[src/rtl/shifter_pkg.sv]
// Shared encodings for the iterative execute-stage shifter.
// Op codes match the ALU funct decode; states drive the shifter FSM.
package shifter_pkg;

  typedef enum logic [1:0] {
    SH_SLL = 2'b00,
    SH_SRL = 2'b01,
    SH_SRA = 2'b10,
    SH_ROR = 2'b11
  } sh_op_e;

  typedef enum logic [1:0] {
    S_IDLE  = 2'd0,
    S_SHIFT = 2'd1,
    S_DONE  = 2'd2
  } state_e;

endpackage

[src/rtl/shift_step.sv]
// Combinational shift stage: applies 0..STEP single-position shifts
// of the selected op to one operand.
module shift_step
  import shifter_pkg::*;
#(
  parameter int WIDTH = 32,
  parameter int STEP  = 1,
  parameter int AMT_W = $clog2(STEP + 1)
) (
  input  logic [WIDTH-1:0] in,
  input  logic [1:0]       op,
  input  logic [AMT_W-1:0] amt,
  output logic [WIDTH-1:0] f
);

  function automatic logic [WIDTH-1:0] one(
    input logic [WIDTH-1:0] v,
    input logic [1:0]       o
  );
    logic [WIDTH-1:0] r;
    r = v;
    unique case (o)
      SH_SLL: r = {v[WIDTH-2:0], 1'b0};
      SH_SRL: r = {1'b0, v[WIDTH-1:1]};
      SH_SRA: r = {v[WIDTH-1], v[WIDTH-1:1]};
      SH_ROR: r = {v[0], v[WIDTH-1:1]};
    endcase
    return r;
  endfunction

  logic [WIDTH-1:0] acc;

  // Chain of single-position stages, each enabled while below amt.
  always_comb begin
    acc = in;
    for (int i = 0; i < STEP; i++) begin
      if (i < int'(amt)) acc = one(acc, op);
    end
  end

  assign f = acc;

endmodule

[src/rtl/iter_shifter.sv]
// Multi-cycle shifter: iterates shift_step over a registered accumulator
// under a start/busy/result_valid handshake.
module iter_shifter
  import shifter_pkg::*;
#(
  parameter int WIDTH   = 32,
  parameter int SHAMT_W = 5,
  parameter int STEP    = 1
) (
  input  logic               clock,
  input  logic               reset,
  input  logic               start,
  input  logic [1:0]         op,
  input  logic [WIDTH-1:0]   data_in,
  input  logic [SHAMT_W-1:0] shamt,
  output logic               busy,
  output logic               result_valid,
  output logic [WIDTH-1:0]   result
);

  localparam int AMT_W = $clog2(STEP + 1);

  state_e             state_q;
  sh_op_e             op_q;
  logic [WIDTH-1:0]   acc_q;
  logic [SHAMT_W-1:0] cnt_q;
  logic               busy_q;
  logic               valid_q;
  logic [WIDTH-1:0]   result_q;

  logic [SHAMT_W-1:0] step_c;
  logic [SHAMT_W-1:0] amt_d;
  logic [SHAMT_W-1:0] cnt_d;
  logic [WIDTH-1:0]   acc_d;

  assign step_c = SHAMT_W'(STEP);
  assign amt_d  = (cnt_q < step_c) ? cnt_q : step_c;
  assign cnt_d  = cnt_q - amt_d;

  shift_step #(
    .WIDTH (WIDTH),
    .STEP  (STEP),
    .AMT_W (AMT_W)
  ) u_step (
    .in  (acc_q),
    .op  (op_q),
    .amt (amt_d[AMT_W-1:0]),
    .f   (acc_d)
  );

  // Out-of-range amounts need no special case: iterating past WIDTH
  // saturates to all-fill, and rotation is periodic in WIDTH.
  always_ff @(posedge clock or posedge reset) begin
    if (reset) begin
      state_q  <= S_IDLE;
      op_q     <= SH_SLL;
      acc_q    <= '0;
      cnt_q    <= '0;
      busy_q   <= 1'b0;
      valid_q  <= 1'b0;
      result_q <= '0;
    end else begin
      valid_q <= 1'b0;
      unique case (state_q)
        S_IDLE: begin
          if (start) begin
            acc_q  <= data_in;
            cnt_q  <= shamt;
            op_q   <= sh_op_e'(op);
            busy_q <= 1'b1;
            if (shamt == '0) begin
              state_q  <= S_DONE;
              valid_q  <= 1'b1;
              result_q <= data_in;
            end else begin
              state_q <= S_SHIFT;
            end
          end
        end
        S_SHIFT: begin
          acc_q <= acc_d;
          cnt_q <= cnt_d;
          if (cnt_d == '0) begin
            state_q  <= S_DONE;
            valid_q  <= 1'b1;
            result_q <= acc_d;
          end
        end
        S_DONE: begin
          state_q <= S_IDLE;
          busy_q  <= 1'b0;
        end
        default: begin
          state_q <= S_IDLE;
          busy_q  <= 1'b0;
        end
      endcase
    end
  end

  assign busy         = busy_q;
  assign result_valid = valid_q;
  assign result       = result_q;

endmodule

[config.mk]
export PLATFORM = sky130hd
export DESIGN_NAME = iter_shifter
export DESIGN_NICKNAME = d
export VERILOG_FILES = /design/src/rtl/shifter_pkg.sv /design/src/rtl/shift_step.sv /design/src/rtl/iter_shifter.sv
export SDC_FILE = /design/constraint.sdc
export NUM_CORES = 1
export LEC_CHECK = 0
export ABC_AREA = 1
export CORE_MARGIN = 4
export CORE_UTILIZATION = 43
export DETAILED_ROUTE_END_ITERATION = 8
export PLACE_DENSITY = 0.67
export SLEW_MARGIN = 30
export SYNTH_ARGS = -nofsm -noshare
export SYNTH_HDL_FRONTEND = slang
export SYNTH_HIERARCHICAL = 1
export SYNTH_SLANG_ARGS = --single-unit
[constraint.sdc]
create_clock -name clock -period 3.1 [get_ports clock]
set_input_delay 0.62 -clock clock [delete_from_list [all_inputs] [get_ports clock]]
set_output_delay 0.62 -clock clock [all_outputs]
set_load 0.1 [all_outputs]
==> flow_metrics.env, run 1 <==
export IMPL_status="finished, final reports clean"
export IMPL_ios=76
export IMPL_yosys_area_top_type="dfrtp_1"
export IMPL_ctsResizeCount=0
export IMPL_clock_sinks=75
export IMPL_whs_ps=498
export IMPL_r2r_end="result[10]"
export IMPL_cts_max_level=3
export IMPL_synth_area_top_cells="dfrtp_1, nand2_1, nand3_1"
export IMPL_synth_most_common_cell="nand2_1"
export IMPL_use_met1_pct=25.1
export IMPL_vias=4088
export IMPL_synth_edf_count=0
export IMPL_dp_cells=781
export IMPL_clockBufferDepth=2
export IMPL_cp_num_buf_inv=2
export IMPL_cts_hold_buf=0
export IMPL_critPathMaxFanout=33
export IMPL_routed_wl_mm=10.6
export IMPL_hold_class="reg -> reg"
export IMPL_drcViolationCount=0
export IMPL_cap_viol_max_count=0
export IMPL_endpoint_kind="flop"
export IMPL_area_delta_synth_final_pct=20.6
export IMPL_port_buffers=75
export IMPL_avgSynthCellArea_um2=7.11
export IMPL_slew_viol_final=0
export IMPL_rows=36
export IMPL_wire_per_inst_um=13.4
export IMPL_startpoint_type="flop"
export IMPL_dieArea_mm2=0.0117
export IMPL_tightest_slew_ps=704
export IMPL_grt_max_degree=76
export IMPL_rsz0062_at_grt="no"
export IMPL_crit_required_ps=3390
export IMPL_r2r_worst_path_cells=12
export IMPL_syn_inst=605
export IMPL_antennaDiodeCount=0
export IMPL_cpMostUsedCell="nand2_1"
export IMPL_max_freq_mhz=377
export IMPL_grtUsageMet2_pct=32.4
export IMPL_whs_path_depth=2
export IMPL_start_util_pct=44.0
export IMPL_antenna_found_initial=0
export IMPL_hpwl_mm=6.87
export IMPL_slew_headroom_pct=52.9
export IMPL_die_h_um=108
export IMPL_layout_drive_gt1_share_pct=10.2
export IMPL_grt_overflow_total=0
export IMPL_tns_ps=0
export IMPL_hold_viol=0
export IMPL_ant_nets=0
export IMPL_via_per_inst=5.13
export IMPL_crit_type="reg -> reg"
export IMPL_ys_warn_count=6
export IMPL_synth_fp_nets=648
export IMPL_path_clk_slew_ps=80
export IMPL_fillers=984
export IMPL_setup_viol=0
export IMPL_crit_path_max_incr_delay_ps=540
export IMPL_min_from="busy"
export IMPL_fin_crit_ps=2650
export IMPL_die_w_um=108
export IMPL_cts_tree="done"
export IMPL_grtUsageMet3_pct=3.70
export IMPL_postCtsSetupBuffers=0
export IMPL_stdcell_count=797
export IMPL_crit_arrival_ps=2940
export IMPL_min_period_over_period_pct=85.5
export IMPL_cts_root_buffer="clkbuf_8"
export IMPL_drt_first_pass_iters=5
export IMPL_grt_usage_pct=19.8
export IMPL_rrSetupSlack_ps=450
export IMPL_synthesis_area_mm2=0.00430
export IMPL_nets=702
export IMPL_synth_cell_types=27
export IMPL_clk_latency_ps=360
export IMPL_path_cells="inv_1, nand2_1, nor3_1, nor2_1, inv_1, ha_1, nand2_1, a21oi_2, nand3_1, nand2_2, nand3_1, nand2_1"
export IMPL_gp_congestion=0.801
export IMPL_synthFlopType="dfrtp_1"
export IMPL_grt_busiest_layer="met2"
export IMPL_first_iter_violations=244
export IMPL_ys_top_cells_by_count="nand2_1, nand3_1, dfrtp_1, inv_1, nor2_1"
export IMPL_ys_seq_area_share_pct=43.6
export IMPL_slowest_stage="nand2_2"
export IMPL_clock_skew_final_ps=8.32
export IMPL_core_area_mm2=0.00977
export IMPL_async_flop_share_pct=100
export IMPL_grt_pass1_wl_mm=18.7
export IMPL_grt_pass1_vias=4096
export IMPL_path_delay_family="simple AND/OR/NAND/NOR gates"
export IMPL_numCtsBuffers=9
export IMPL_min_to="busy"
export IMPL_ys_ff_latch=75
export IMPL_yosys_area_top_type_share_pct=43.6
export IMPL_reg2reg_from="cnt_q[4]"
## registers in the layout, indices dropped and copies added, names as in the netlist
signal and count:
acc_q 32, busy 1, cnt_q 5, op_q 2
result 32, result_valid 1, state_q 2
## metal layers
| metal | wire [um] | vias up |
|---|---|---|
| met5 | 0 | - |
| met4 | 199 | 0 |
| met3 | 557 | 16 |
| met2 | 5100 | 101 |
| met1 | 4790 | 1898 |
| li1 | - | 2073 |
## stage by stage
step                      instance area, um2  util [%]  setup WS (ps)
after global placement                  4990      51.0            532
after global routing                    5190      53.1            190
after floorplan                         4300         -            570
after detailed placement                4990      51.0            332
final                                   5190      53.1            451
after CTS                               5170      52.9            309
## layout by cell type (no fill, tap or decap), types with 3 or more instances in the layout
master / count
o22ai_1: 3
nand2_1: 211
nor2_1: 43
nand2_4: 3
a31oi_1: 32
dfrtp_1: 75
nand3_1: 100
clkbuf_1: 4
clkdlybuf4s50_1: 41
o21ai_0: 5
clkbuf_8: 10
o21ai_1: 29
inv_2: 4
buf_4: 39
inv_1: 45
## worst register-to-register path, cell delays in order, from the launching register on
cell and delay [ps]:
dfrtp_1 410, inv_1 110, nand2_1 90, nor3_1 360
nor2_1 100, inv_1 70, ha_1 180, nand2_1 80
a21oi_2 190, nand3_1 140, nand2_2 540, nand3_1 200
nand2_1 110
## layout make-up
class,instances,area (um2),area share [%]
Timing Repair Buffer,82,743,14.3
Inverter,50,189,3.64
Clock inverter,2,35.0,0.675
Sequential cell,75,1880,36.2
Multi-Input combinational cell,441,2020,39.0
Clock buffer,14,153,2.94
Tap cell,133,166,3.21
## worst max-delay path by stage
stage          startpoint          to  slack [ps]  depth (start not counted)
6_report         cnt_q[4]  result[10]         450                         12
5_1_grt          cnt_q[3]  result[14]         190                         12
4_1_cts          cnt_q[4]  result[11]         310                         12
3_5_place_dp     cnt_q[4]  result[11]         330                         12
3_3_place_gp     cnt_q[3]  result[13]         530                         12
2_1_floorplan       reset    acc_q[0]         570                          1
## cells by family (layout without fill, tap and decap cells)
| kind of cell | count (synthesis) | in the layout | share of synthesized area [%] |
|---|---|---|---|
| simple gates | 365 | 365 | 35.9 |
| fa+ha+maj | 1 | 1 | 0.291 |
| compound gates | 73 | 73 | 10.1 |
| flops | 75 | 75 | 43.6 |
| xor+xnor | 2 | 2 | 0.407 |
| buf+inv | 89 | 148 | 9.71 |
Power of run 1 is left out: the tool's default activity adds up to more than one toggle a clock period on the data nets, which glitch-free logic cannot reach.
==> run 2: changes to the inputs <==
- DONT_BUFFER_PORTS: unset -> 1
- GPL_TIMING_DRIVEN: unset -> 0
- PLACE_DENSITY: 0.67 -> unset
==> flow_metrics.env, run 2 (synthesis gave the netlist of run 1 again) <==
export IMPL_vias=3975
export IMPL_ios=76
export IMPL_setup_slack_ps=863
export IMPL_drcViolationCount=0
export IMPL_fillers=1016
export IMPL_cap_viol_max_count=0
export IMPL_grt_max_degree=40
export IMPL_hold_viol=0
export IMPL_crit_type="reg -> reg"
export IMPL_routed_wl_mm=11.4
export IMPL_clock_skew_final_ps=8.38
export IMPL_multiInputGateArea_mm2=0.00201
export IMPL_stdcell_area_mm2=0.00474
export IMPL_slew_viol_final=0
export IMPL_rrSetupSlack_ps=860
export IMPL_critPathMaxFanout=10
export IMPL_tightest_slew_ps=947
export IMPL_clock_sinks=75
export IMPL_whs_ps=161
export IMPL_min_period_over_period_pct=72.2
export IMPL_hold_class="in -> async"
export IMPL_max_freq_mhz=447
export IMPL_endpoint_kind="flop"
export IMPL_core_area_mm2=0.00977
export IMPL_tns_ps=0
export IMPL_grt_usage_pct=21.4
export IMPL_pre_cts_slack_ps=850
export IMPL_grt_overflow_total=0
export IMPL_status="finished, final reports clean"
export IMPL_via_per_inst=5.26
export IMPL_antennaDiodeCount=0
export IMPL_rsz0062_at_grt="no"
export IMPL_die_h_um=108
export IMPL_register_area_mm2=0.00188
export IMPL_crit_path_start="cnt_q[4]"
export IMPL_cts_tree="done"
export IMPL_highest_layer="met4"
export IMPL_drt_first_pass_iters=5
export IMPL_clockBufferDepth=2
export IMPL_place_area_mm2=0.00449
export IMPL_layout_drive_gt1_share_pct=9.97
export IMPL_met2_length_mm=5.47
export IMPL_port_buffers=0
export IMPL_nets=660
export IMPL_area_delta_synth_final_pct=10.1
export IMPL_die_w_um=108
export IMPL_cts_hold_buf=0
export IMPL_ctsResizeCount=0
export IMPL_wl_met1_mm=5.13
export IMPL_fin_crit_ps=2240
export IMPL_setup_viol=0
export IMPL_postCtsSetupBuffers=0
export IMPL_crit_arrival_ps=2480
export IMPL_grt_pass1_vias=3937
export IMPL_crit_required_ps=3350
export IMPL_final_cell_mix="nand2_1, nand3_1, dfrtp_1"
export IMPL_r2r_worst_path_cells=13
export IMPL_cts_max_level=3
export IMPL_layout_commonest_cell="nand2_1"
export IMPL_dieArea_mm2=0.0117
export IMPL_startpoint_type="flop"
export IMPL_first_iter_violations=224
export IMPL_start_util_pct=44.0
export IMPL_rows=36
export IMPL_r2r_end="result[10]"
export IMPL_path_clk_slew_ps=80
export IMPL_wl_met3_um=654
export IMPL_hpwl_mm=8.32
export IMPL_antenna_found_initial=0
export IMPL_grt_pass1_wl_mm=19.6
export IMPL_numCtsBuffers=9
export IMPL_gp_congestion=0.845
export IMPL_wire_per_inst_um=15.1
export IMPL_reg2reg_from="cnt_q[4]"
export IMPL_cts_root_buffer="clkbuf_8"
export IMPL_slew_headroom_pct=36.9
export IMPL_ant_nets=0
export IMPL_clk_latency_ps=350
## run 2: changes by cell type in the layout (fill, tap and decap cells not counted), moves of 2 or more
cell / delta
buf_2: +22
buf_4: -36
buf_6: +6
clkbuf_1: +3
clkbuf_8: +3
clkdlybuf4s50_1: -41
clkinv_2: -2
## run 2: worst max path at each step
stage,endpoint,slack (ps),cells after the start
6_report,result[10],860,13
5_1_grt,result[15],610,13
4_1_cts,result[9],840,13
3_5_place_dp,result[9],850,13
3_3_place_gp,cnt_q[2],-390,1
2_1_floorplan,acc_q[0],570,1
## run 2: area by class of cell
cell class                      instances  area share, %
Sequential cell                        75           39.6
Clock inverter                          3           1.43
Inverter                               50           4.01
Timing Repair Buffer                    1          0.422
Buffer                                 39           4.86
Multi-Input combinational cell        441           42.4
Tap cell                              133           3.51
Clock buffer                           13           3.78
## run 2: through the flow
step / instances / util, %
2_1_floorplan: 605 / -
3_3_place_gp: 738 / 45.7
3_5_place_dp: 739 / 46.0
4_1_cts: 755 / 48.5
5_1_grt: 755 / 48.5
6_report: 755 / 48.5
## run 2: per-layer routing
layer  vias to the layer above  global-route usage [%]
met3                        14                    4.78
met5                         -                       0
met2                       106                    35.9
li1                       1985                       -
met1                      1870                    27.7
met4                         0                    6.22
## run 2: worst max-delay path, cell delays in order, from the launching register on
cell     delay, ps
dfrtp_1        390
inv_1           90
nand2_1         80
nor3_1          60
nor2_1         130
inv_1           60
ha_1           220
nor2_2         130
nand2_1        110
a21oi_2        190
nand4_2        220
buf_2          280
nand3_1         90
nand2_1         80
Power of run 2 is left out for the same reason.
